<file path="config.mk">
export PLATFORM = sky130hd
export DESIGN_NAME = fifo_stream_reader
export DESIGN_NICKNAME = d
export VERILOG_FILES = /design/src/rtl/fifo_stream_reader.sv
export SDC_FILE = /design/constraint.sdc
export NUM_CORES = 1
export LEC_CHECK = 0
export BUFFER_PORTS_ARGS = -buffer_cell sky130_fd_sc_hd__buf_2
export CAP_MARGIN = 30
export CORE_ASPECT_RATIO = 0.75
export CORE_MARGIN = 3
export CORE_UTILIZATION = 45
export CTS_CLUSTER_SIZE = 12
export DETAILED_ROUTE_END_ITERATION = 12
export PLACE_DENSITY = 0.68
export SYNTH_ARGS = -nofsm -noshare
export SYNTH_HDL_FRONTEND = slang
export SYNTH_SLANG_ARGS = --single-unit
</file>
<file path="constraint.sdc">
create_clock -name read_clock -period 3.8 [get_ports read_clock]
set_input_delay 0.57 -clock read_clock [delete_from_list [all_inputs] [get_ports read_clock]]
set_output_delay 0.57 -clock read_clock [all_outputs]
set_load 0.1 [all_outputs]
</file>
<file path="src/rtl/fifo_stream_reader.sv">
// Pops words from a 1-cycle-latency FIFO into a 2-entry skid buffer and presents
// them as a valid/ready stream with burst framing and a delivered-word counter.
module fifo_stream_reader #(
  parameter int unsigned DATA_WIDTH = 8,
  parameter int unsigned BURST_LEN  = 4,
  parameter int unsigned CNT_WIDTH  = 16
) (
  input  logic                  read_clock,
  input  logic                  read_reset,
  input  logic [DATA_WIDTH-1:0] fifo_read_data,
  input  logic                  fifo_is_empty,
  output logic                  read_enable,
  output logic [DATA_WIDTH-1:0] out_data,
  output logic                  out_valid,
  input  logic                  out_ready,
  output logic                  out_last,
  output logic [CNT_WIDTH-1:0]  word_count
);

  localparam int unsigned BEAT_W = (BURST_LEN > 1) ? $clog2(BURST_LEN) : 1;
  localparam logic [BEAT_W-1:0] BEAT_MAX = BEAT_W'(BURST_LEN - 1);

  logic [DATA_WIDTH-1:0] buf_head;
  logic [DATA_WIDTH-1:0] buf_tail;
  logic [1:0]            occupancy;
  logic                  inflight;
  logic [BEAT_W-1:0]     beat_cnt;
  logic                  transfer;
  logic [2:0]            pending;

  assign transfer  = out_valid && out_ready;
  assign out_valid = (occupancy != 2'd0);
  assign out_data  = buf_head;
  assign out_last  = out_valid && (beat_cnt == BEAT_MAX);

  // Slots committed at the end of this cycle; a transfer frees its slot in the
  // same cycle, which is what lets a full buffer keep streaming at one word per cycle.
  always_comb begin
    pending     = {1'b0, occupancy} + {2'b00, inflight} - {2'b00, transfer};
    read_enable = read_reset && !fifo_is_empty && (pending < 3'd2);
  end

  always_ff @(posedge read_clock) begin
    if (!read_reset) begin
      occupancy  <= '0;
      inflight   <= 1'b0;
      beat_cnt   <= '0;
      word_count <= '0;
    end else begin
      inflight  <= read_enable;
      occupancy <= occupancy + {1'b0, inflight} - {1'b0, transfer};
      if (transfer) begin
        beat_cnt   <= (beat_cnt == BEAT_MAX) ? '0 : beat_cnt + 1'b1;
        word_count <= word_count + 1'b1;
      end
    end
  end

  // Data storage carries no reset: contents are only observed while out_valid is high.
  always_ff @(posedge read_clock) begin
    case ({inflight, transfer})
      2'b10: begin
        if (occupancy == 2'd0) buf_head <= fifo_read_data;
        else                   buf_tail <= fifo_read_data;
      end
      2'b01: buf_head <= buf_tail;
      2'b11: begin
        if (occupancy == 2'd1) begin
          buf_head <= fifo_read_data;
        end else begin
          buf_head <= buf_tail;
          buf_tail <= fifo_read_data;
        end
      end
      default: ;
    endcase
  end

  always_ff @(posedge read_clock) begin
    if (read_reset) begin
      assert ({1'b0, occupancy} + {2'b00, inflight} <= 3'd2)
        else $error("buffer overcommitted: occupancy=%0d inflight=%0d", occupancy, inflight);
    end
  end

endmodule

</file>
# Yosys cells after proc, flatten, opt, wreduce, memory -nomap -nowiden
# Cells that the tools add are included.
# totals
out_inout_bits	27
wordCells	39
register_bits	37
# op_classes
reduce_logical	11
n_addsub	6
magnitude_cmp	1
muxes	7
eq_ne	8
# ops
op	n
8-bit two-way mux	4
8-bit case mux with 3 select lines	1
16-bit by 1-bit adder with 16-bit output (second input constant)	1
8-bit case mux with 2 select lines	1
2-bit == test (second input constant)	3
2-bit inequality test (second input constant)	3
2-bit by 1-bit == test with 1-bit output (second input constant)	2
1-bit logical AND	4
2-bit nonzero test	2
2-bit by 1-bit adder with 3-bit output	1
3-bit by 2-bit < comparator with 1-bit output (second input constant)	1
3-bit AND reduction	1
3-bit nonzero test	1
3-bit by 1-bit subtractor with 3-bit output	1
2-bit by 1-bit adder with 2-bit output	1
2-bit by 1-bit adder with 2-bit output (second input constant)	1
2-bit zero test	1
2-bit two-way mux	1
2-bit AND reduction	1
2-bit by 1-bit subtractor with 2-bit output	1
1-bit zero test	1

# Logic depth before layout (Yosys ltp)
# Gate-level depths: netlist of run 1.
# depth
ltp_word	5
ltp_mapped	7
ltp_nobuf	7

# Worst setup path after synthesis of run 1
# Ideal clock, no wire load.
# synth_timing
kind	input to output
startpoint	in out_ready
endpoint	out read_enable
path_slack_ns	-1.367
t_arrival_ns	4.597
cell_stages	6
path_cell_list	o21a_1 -> ha_1 -> inv_1 -> ha_1 -> fa_1 -> nor4_1
# synth_via
elab_chain_len	4
# synth_lines
element	line_no	text
start, declared	15	input logic out_ready,
1-bit logical AND	31	assign transfer = out_valid && out_ready;
3-bit by 1-bit subtractor with 3-bit output	39	pending = {1'b0, occupancy} + {2'b00, inflight} - {2'b00, transfer};
via pending[1]	29	logic [2:0] pending;
3-bit by 2-bit < comparator with 1-bit output	40	read_enable = read_reset && !fifo_is_empty && (pending < 3'd2);
1-bit logical AND	40	
end, declared	12	output logic read_enable,
# The timed path passes the listed nets, and every way through them passes these cells.

# Worst setup path in the final report of run 1
# layout_timing
startpoint	reg occupancy[1]
endpoint	out read_enable
# layout_via
elab_chain_len	5
word_cells_on_any_way	6
# layout_lines
element	line_no	text
start, declared	25	logic [1:0] occupancy;
start signal, assigned	51	occupancy <= occupancy + {1'b0, inflight} - {1'b0, transfer};
parallel branches: the longest is 2 deep, another holds 2-bit by 1-bit adder with 3-bit output	n/a	
3-bit by 1-bit subtractor with 3-bit output (*)	39	
via pending[1]	29	
3-bit by 2-bit < comparator with 1-bit output (*)	40	
1-bit logical AND (*)	40	
# Mark *: on every way through the listed nets, which the timed path passes.

==> results of run 1 <==
layout by cell type (no fill, tap or decap), types with 9 or more instances in the layout:
| cell type | n |
|---|---|
| edfxtp_1 | 16 |
| dfxtp_1 | 21 |
| o21ai_0 | 11 |
| buf_2 | 39 |
| nor2_1 | 18 |
| nand2_1 | 15 |
| inv_1 | 9 |
| xnor2_1 | 10 |
| mux2i_1 | 11 |
registers in the layout, summed over array words and instances, names as in the netlist:
signal	flops
word_count	16
buf_tail	8
out_data	8
beat_cnt	2
occupancy	2
inflight	1
layer usage:
layer / up-vias / track usage [%]
li1: 677 / -
met1: 628 / 20.46
met2: 28 / 24.70
met3: 7 / 4.599
met4: 0 / 8.088
met5: - / 0
synthesized netlist by cell type, types with 2 or more instances:
cell type  instances  area [um^2]
and2_1             3        18.77
nor3_2             3        30.03
nand3_1            4        20.02
nand2_1           15        56.30
mux2i_1           11        110.1
a21oi_1            5        25.02
ha_1               7        87.58
dfxtp_1           21        420.4
nor4_4             3        63.81
inv_1              9        33.78
a22oi_1            7        52.55
edfxtp_1          16        480.5
nor2_1            18        67.56
nand2b_1           4        25.02
nor3_1             3        15.01
clkbuf_1           3        11.26
xnor2_1           10        87.58
nor4_1             2        12.51
o21ai_0           11        55.05
worst max-delay path, stage by stage, from the launching register on:
cell	delay, ps
dfxtp_1	470
o21a_1	360
ha_1	290
inv_1	60
ha_1	160
fa_1	480
nor4_4	220
buf_2	460
power by group:
group          internal, mW  switching [mW]
combinational         0.156           0.544
clock                 0.130           0.134
sequential            0.517          0.0452
total                 0.803           0.724
cells by family after synthesis:
kind of cell    Yosys count  share of synthesized area [%]
mux                      11                          6.082
xor+xnor                 11                          5.321
fa+ha+maj                 8                          5.943
flops                    37                          49.76
simple gates             62                          20.46
buf+inv                  15                          3.593
compound gates           26                          8.846
area by class of cell:
type / instances / area [um^2]
fill: 349 / 1610
timing repair buffer: 40 / 202.7
clock buffer: 8 / 80.08
sequential: 37 / 900.9
inverter: 10 / 37.54
tap: 52 / 65.06
multi-input combinational: 118 / 859.6
stage by stage:
stage | cell area [um^2] | utilization [%] | cells | hold WS [ps]
finish | 2146 | 57.13 | 265 | 467.8
CTS | 2146 | 57.13 | 265 | 469.8
global placement | 2061 | 54.86 | 256 | 446.9
global route | 2146 | 57.13 | 265 | 477.9
floorplan | 1826 | - | 170 | 440.0
detailed placement | 2066 | 55.00 | 257 | 453.6
worst paths after layout:
path	from	endpoint	slack, ps	cells past startpoint
max reg2reg	occupancy[1]$_SDFF_PN0_	inflight$_SDFF_PN0_	1650	7
max	occupancy[1]$_SDFF_PN0_	read_enable	450	7
min reg2reg	word_count[15]$_SDFFE_PN0N_	word_count[15]$_SDFFE_PN0N_	470	2
min	word_count[15]$_SDFFE_PN0N_	word_count[15]$_SDFFE_PN0N_	470	2
==> flow_summary.ini, run 1 <==
[clock_tree]
h-tree-depth = 2
path_clk_slew_ps = 70
post_cts_resized = 0
clock-root-buffer = clkbuf_8
postCtsSetupBuffers = 0
clk_path_buf_depth = 2
hold_buffers = 0
clock_sinks = 37
clk_latency_ps = 280
cts_buffers = 5
cts_tree = yes

[die]
rows = 19
start_util_pct = 48.20
chipWidth_um = 79.24
die_area_um2 = 4828
core_area_um2 = 3756
die_h_um = 60.93
pin_count = 39

[detailed_routing]
ant_nets = 0
wl_met3_um = 183
drt-met1-wl_um = 1800
drc = 0
maxUsedRoutingLayer = met4
drt_iter0_markers = 76
drtPass1Iterations = 5
vias = 1340
routed_via_density = 5.057
wirelength_um = 3567
wl_met2_um = 1520
wire_per_inst_um = 13.46

[pwr]
power_mw = 1.527
powerDensity_nw_per_um2 = 711.8
p_leak_nw = 0.9130
peakVddDrop_v = 0.0004141

[sta]
finalHoldViolCount = 0
worstMarginPinSlew_ps = 720.8
tns_ps = 0
slew_violations = 0
rsz0062_at_grt = no
clock.fmax_mhz = 298.8
setup_viol = 0
fin_crit_ps = 3347
relSlewSlack_pct = 51.80
period_share_pct = 88.08
layout_setup_ws_ps = 452.9
fin_skew_ps = 4.700

[setup_path]
required_ps = 3230
cp-end-kind = output port
crit_fanout = 8
crit_arrival_ps = 2780
cp-start-kind = flop
crit_type = flop to output port

[grt]
grt_pass1_vias = 1226
grt_overflow = 0
antenna_found_initial = 0
grt_max_degree = 17
grt_first_pass_wirelength_um = 5699
track_usage_pct = 15.86

[synthesis]
syn_inst = 170
synth_cell_type_count = 34
yosysSeqAreaShare_pct = 49.76
async_flop_share_pct = 0
synthesis.nets = 190
ys_ff_latch = 37
ys.flop_type = dfxtp_1
syn-mean-instance-area_um2 = 10.65
synth_warnings = 0
synth_area_um2 = 1810
synth_edf_count = 16

[place]
gp_congestion = 0.7800
port_buffers = 38
post-place-ws_ps = 578.3
dp.final_hpwl_um = 2701

[finish]
fin_nets = 232
syn2layout_area_growth_pct = 18.52
antennaDiodeCount = 0
drive_above_1_share_pct = 26.29

[status]
status = finished, final reports clean

[run]
maxCapViolCount = 0

[hold_path]
hold_path.class = flop to flop
No activity file was read; power rests on OpenSTA's default activity.
==> inputs of run 2 (changes only) <==
GPL_TIMING_DRIVEN = 0   (was default)
==> run 2 against run 1 <==
  * Fmax is 0.26% higher
  * Core utilization is 0.80 points higher
  * Register-to-register slack lost 400 ps
  * Non-clock buffer count up 5
  * Via count rose by 0.45%
  * Die area unchanged
  * Clock skew increased by 6.3 ps
  * Sequential share of layout area fell by 0.58 points
  * Global-route usage grew 0.82 points
  * Critical endpoint unchanged
==> flow_summary.ini, run 2 (synthesis gave the netlist of run 1 again) <==
[setup_path]
cp-start-kind = flop
r2r-start = occupancy[1]$_SDFF_PN0_
crit_type = flop to output port
cp-end-kind = output port
rrSetupSlack_ps = 1250
worstRegToRegCells = 6
crit_arrival_ps = 2770
crit_fanout = 8
regToRegEndpoint = buf_tail[5]$_DFFE_PP_
required_ps = 3230

[clock_tree]
post_cts_resized = 0
clock-root-buffer = clkbuf_8
postCtsSetupBuffers = 0
path_clk_slew_ps = 80
clock_sinks = 37
clk_path_buf_depth = 2
hold_buffers = 0
cts_tree = yes
h-tree-depth = 2
cts_buffers = 5
clk_latency_ps = 280

[finish]
largest_register_ffs = 16
largest-register = word_count
final_cell_mix = buf_2, dfxtp_1, nor2_1
postLayoutCellArea_um2 = 2176
multi_input_area_um2 = 859.6
antennaDiodeCount = 0
final.fill_count = 369
syn2layout_area_growth_pct = 20.18
regArea_um2 = 900.9
fin_nets = 237
drive_above_1_share_pct = 27.98
mostFrequentLayoutCell = buf_2
fin_util_pct = 57.93

[detailed_routing]
drtPass1Iterations = 4
drc = 0
wire_per_inst_um = 13.63
wirelength_um = 3681
drt_iter0_markers = 70
routed_via_density = 4.985
vias = 1346
ant_nets = 0

[grt]
grt_pass1_vias = 1286
grt_overflow = 0
track_usage_pct = 16.68
grt_max_degree = 13
antenna_found_initial = 0
grt_first_pass_wirelength_um = 6120

[die]
die_area_um2 = 4828
chipWidth_um = 79.24
rows = 19
start_util_pct = 48.20
pin_count = 39
die_h_um = 60.93
core_area_um2 = 3756

[sta]
worstMarginPinSlew_ps = 778.6
fin_skew_ps = 10.96
clock.fmax_mhz = 299.6
tns_ps = 0
setup_viol = 0
relSlewSlack_pct = 47.78
period_share_pct = 87.85
slew_violations = 0
fin_crit_ps = 3338
finalHoldViolCount = 0
rsz0062_at_grt = no

[place]
port_buffers = 38
gp_congestion = 0.7507
dp.final_hpwl_um = 2889
placed_cell_area_um2 = 2091

[hold_path]
worst_hold_startpoint = word_count[15]$_SDFFE_PN0N_
whs_endpoint = word_count[15]$_SDFFE_PN0N_
whs_path_depth = 2
hold_path.class = flop to flop

[pwr]
p_leak_nw = 0.9362
powerDensity_nw_per_um2 = 704.7
peakVddDrop_v = 0.0003468

[run]
maxCapViolCount = 0

[status]
status = finished, final reports clean
run 2: cell types whose count changed in the layout (fill, tap and decap cells not counted):
| cell | delta |
|---|---|
| buf_2 | +2 |
| clkinv_2 | +2 |
| buf_4 | -1 |
| buf_6 | +1 |
| inv_4 | +1 |
run 2: final cells by class:
cell class / instances / share of cell area, %
timing repair buffer: 40 / 9.201
tap: 52 / 2.990
buffer: 5 / 1.265
clock buffer: 5 / 3.163
sequential: 37 / 41.40
clock inverter: 3 / 0.7476
multi-input combinational: 118 / 39.51
inverter: 10 / 1.725
run 2: how the worst max path moves through the flow:
stage,startpoint,to,cells past startpoint
floorplan,out_ready,read_enable,6
global placement,out_ready,read_enable,8
detailed placement,out_ready,read_enable,8
CTS,occupancy[1]$_SDFF_PN0_,read_enable,7
global route,occupancy[1]$_SDFF_PN0_,read_enable,7
finish,occupancy[1]$_SDFF_PN0_,read_enable,7
run 2: critical path, stage by stage, from the launching register on:
cell	delay [ps]
dfxtp_1	460
o21a_1	380
ha_1	300
inv_1	50
ha_1	150
fa_1	480
nor4_4	220
buf_2	460
run 2: per-layer routing:
layer | vias to the layer above | track usage, % | wire length, um
li1 | 685 | - | -
met1 | 626 | 23.56 | 1833
met2 | 33 | 25.30 | 1659
met3 | 2 | 5.193 | 168
met4 | 0 | 3.922 | 19
met5 | - | 0 | 0
run 2: power by group:
part / switching [mW] / internal (mW)
sequential: 0.0470 / 0.517
clock: 0.141 / 0.127
combinational: 0.545 / 0.156
total: 0.732 / 0.801
run 2: metrics by stage:
step	instances	hold slack [ps]	power, mW	setup WS [ps]
3_3_place_gp	260	444.8	1.248	595.5
5_1_grt	270	472.0	1.620	337.1
2_1_floorplan	170	440.0	1.149	423.4
4_1_cts	270	481.2	1.545	450.7
3_5_place_dp	262	475.8	1.279	571.5
6_report	270	484.9	1.533	461.7
==> inputs of run 3 (changes only) <==
CELL_PAD_IN_SITES_DETAIL_PLACEMENT = 0   (was default)
CELL_PAD_IN_SITES_GLOBAL_PLACEMENT = 1   (was default)
CORE_UTILIZATION = 44   (was 45)
PLACE_DENSITY = 0.83   (was 0.68)
RECOVER_POWER = 25   (was default)
==> run 3 against run 2 <==
  * Wire length down 3.0%
  * Critical path type unchanged
  * Final cell count down 0.37%
  * Core utilization down 1.3 points
  * Fmax up 0.59%
  * Largest power group unchanged
  * Register-to-register slack better by 290 ps
  * Setup slack better by 19 ps
==> flow_summary.ini, run 3 (synthesis gave the netlist of run 1 again) <==
[setup_path]
crit_fanout = 8
cp-start-kind = flop
cpMaxStageDelayCell = fa_1
slowest_delay_ps = 480
crit_arrival_ps = 2750
worstRegToRegCells = 6
worstPathCellList = o21a_1 > ha_1 > inv_1 > ha_1 > fa_1 > nor4_4 > buf_2
cp-end-kind = output port
required_ps = 3230
crit_top_cell = ha_1
crit_type = flop to output port

[die]
core_area_um2 = 3804
chipWidth_um = 80.07
start_util_pct = 47.60
rows = 19
die_h_um = 61.55
die_area_um2 = 4928
pin_count = 39

[detailed_routing]
wire_per_inst_um = 13.27
vias = 1330
ant_nets = 0
wirelength_um = 3569
drt_iter0_markers = 41
routed_via_density = 4.944
drtPass1Iterations = 4
drc = 0

[hold_path]
whs_path_depth = 2
hold_path.class = flop to flop

[grt]
antenna_found_initial = 0
grt_pass1_vias = 1213
grt_first_pass_wirelength_um = 5699
grt_overflow = 0
grt_max_degree = 12
track_usage_pct = 15.54

[sta]
clock.fmax_mhz = 301.3
finalHoldViolCount = 0
setup_viol = 0
relSlewSlack_pct = 34.00
layout_setup_ws_ps = 481.2
fin_skew_ps = 11.09
slew_violations = 0
fin_hold_ws_ps = 463.7
period_share_pct = 87.34
tns_ps = 0
worstMarginPinSlew_ps = 979.6
fin_crit_ps = 3319
rsz0062_at_grt = no

[finish]
antennaDiodeCount = 0
drive_above_1_share_pct = 21.66
multi_input_area_um2 = 844.6
final_cell_mix = buf_2, dfxtp_1, nor2_1
largest-register = word_count
regArea_um2 = 900.9
fin_nets = 236
postLayoutCellArea_um2 = 2155
largest_register_ffs = 16
mostFrequentLayoutCell = buf_2
final.fill_count = 348
fin_util_pct = 56.64
fin_cells = 269
syn2layout_area_growth_pct = 19.01

[clock_tree]
clk_latency_ps = 290
post_cts_resized = 0
cts_buffers = 5
clock_sinks = 37
path_clk_slew_ps = 70
hold_buffers = 0
clock-root-buffer = clkbuf_8
postCtsSetupBuffers = 0
cts_tree = yes
clk_path_buf_depth = 2
h-tree-depth = 2

[place]
dp.final_hpwl_um = 2778
post-place-ws_ps = 571.2
port_buffers = 38
gp_congestion = 0.7519
dp_cells = 261
placed_cell_area_um2 = 2086

[pwr]
peakVddDrop_v = 0.0003448
power_mw = 1.554
powerDensity_nw_per_um2 = 721.2
p_leak_nw = 0.9065

[run]
maxCapViolCount = 0

[status]
status = finished, final reports clean
run 3: cell count changes in the layout (fill, tap and decap cells not counted), moves of 2 or more:
| cell | before | now |
|---|---|---|
| clkbuf_1 | 3 | 12 |
| nor3_1 | 3 | 5 |
| clkbuf_8 | 5 | 7 |
| buf_2 | 41 | 32 |
| nor3_2 | 3 | 1 |
run 3: worst paths after layout:
path / from / to / slack, ps
hold reg to reg: beat_cnt[1]$_SDFFE_PN0N_ / beat_cnt[1]$_SDFFE_PN0N_ / 460
setup / recovery: occupancy[1]$_SDFF_PN0_ / read_enable / 480
setup reg to reg: occupancy[1]$_SDFF_PN0_ / out_data[3]$_DFFE_PP_ / 1540
hold / removal: beat_cnt[1]$_SDFFE_PN0N_ / beat_cnt[1]$_SDFFE_PN0N_ / 460
run 3: area by class of cell:
type / count / area share, %
well taps: 52 / 3.020
clock buffers: 7 / 4.472
clock inverters: 1 / 0.2323
repair buffers: 39 / 8.595
flip-flops and latches: 37 / 41.81
inverters: 10 / 1.742
multi-input cells: 118 / 39.20
plain buffers: 5 / 0.9292
run 3: power breakdown:
part | internal (mW) | switching (mW)
sequential | 0.518 | 0.0413
clock | 0.164 | 0.135
combinational | 0.151 | 0.544
total | 0.833 | 0.721
run 3: layer usage:
| layer | GRT usage [%] | vias to the layer above | share of wire (%) |
|---|---|---|---|
| met5 | 0 | - | 0 |
| met3 | 4.825 | 5 | 4.0 |
| met2 | 23.47 | 22 | 43 |
| met4 | 5.060 | 0 | 1.0 |
| met1 | 21.47 | 619 | 52 |
| li1 | - | 684 | - |
run 3: critical path, delay by kind of cell (launching register included):
kind,cells,cell delay [ps]
fa+ha+maj,3,930
flops,1,450
compound gates,1,350
simple gates,1,220
buf+inv,2,520
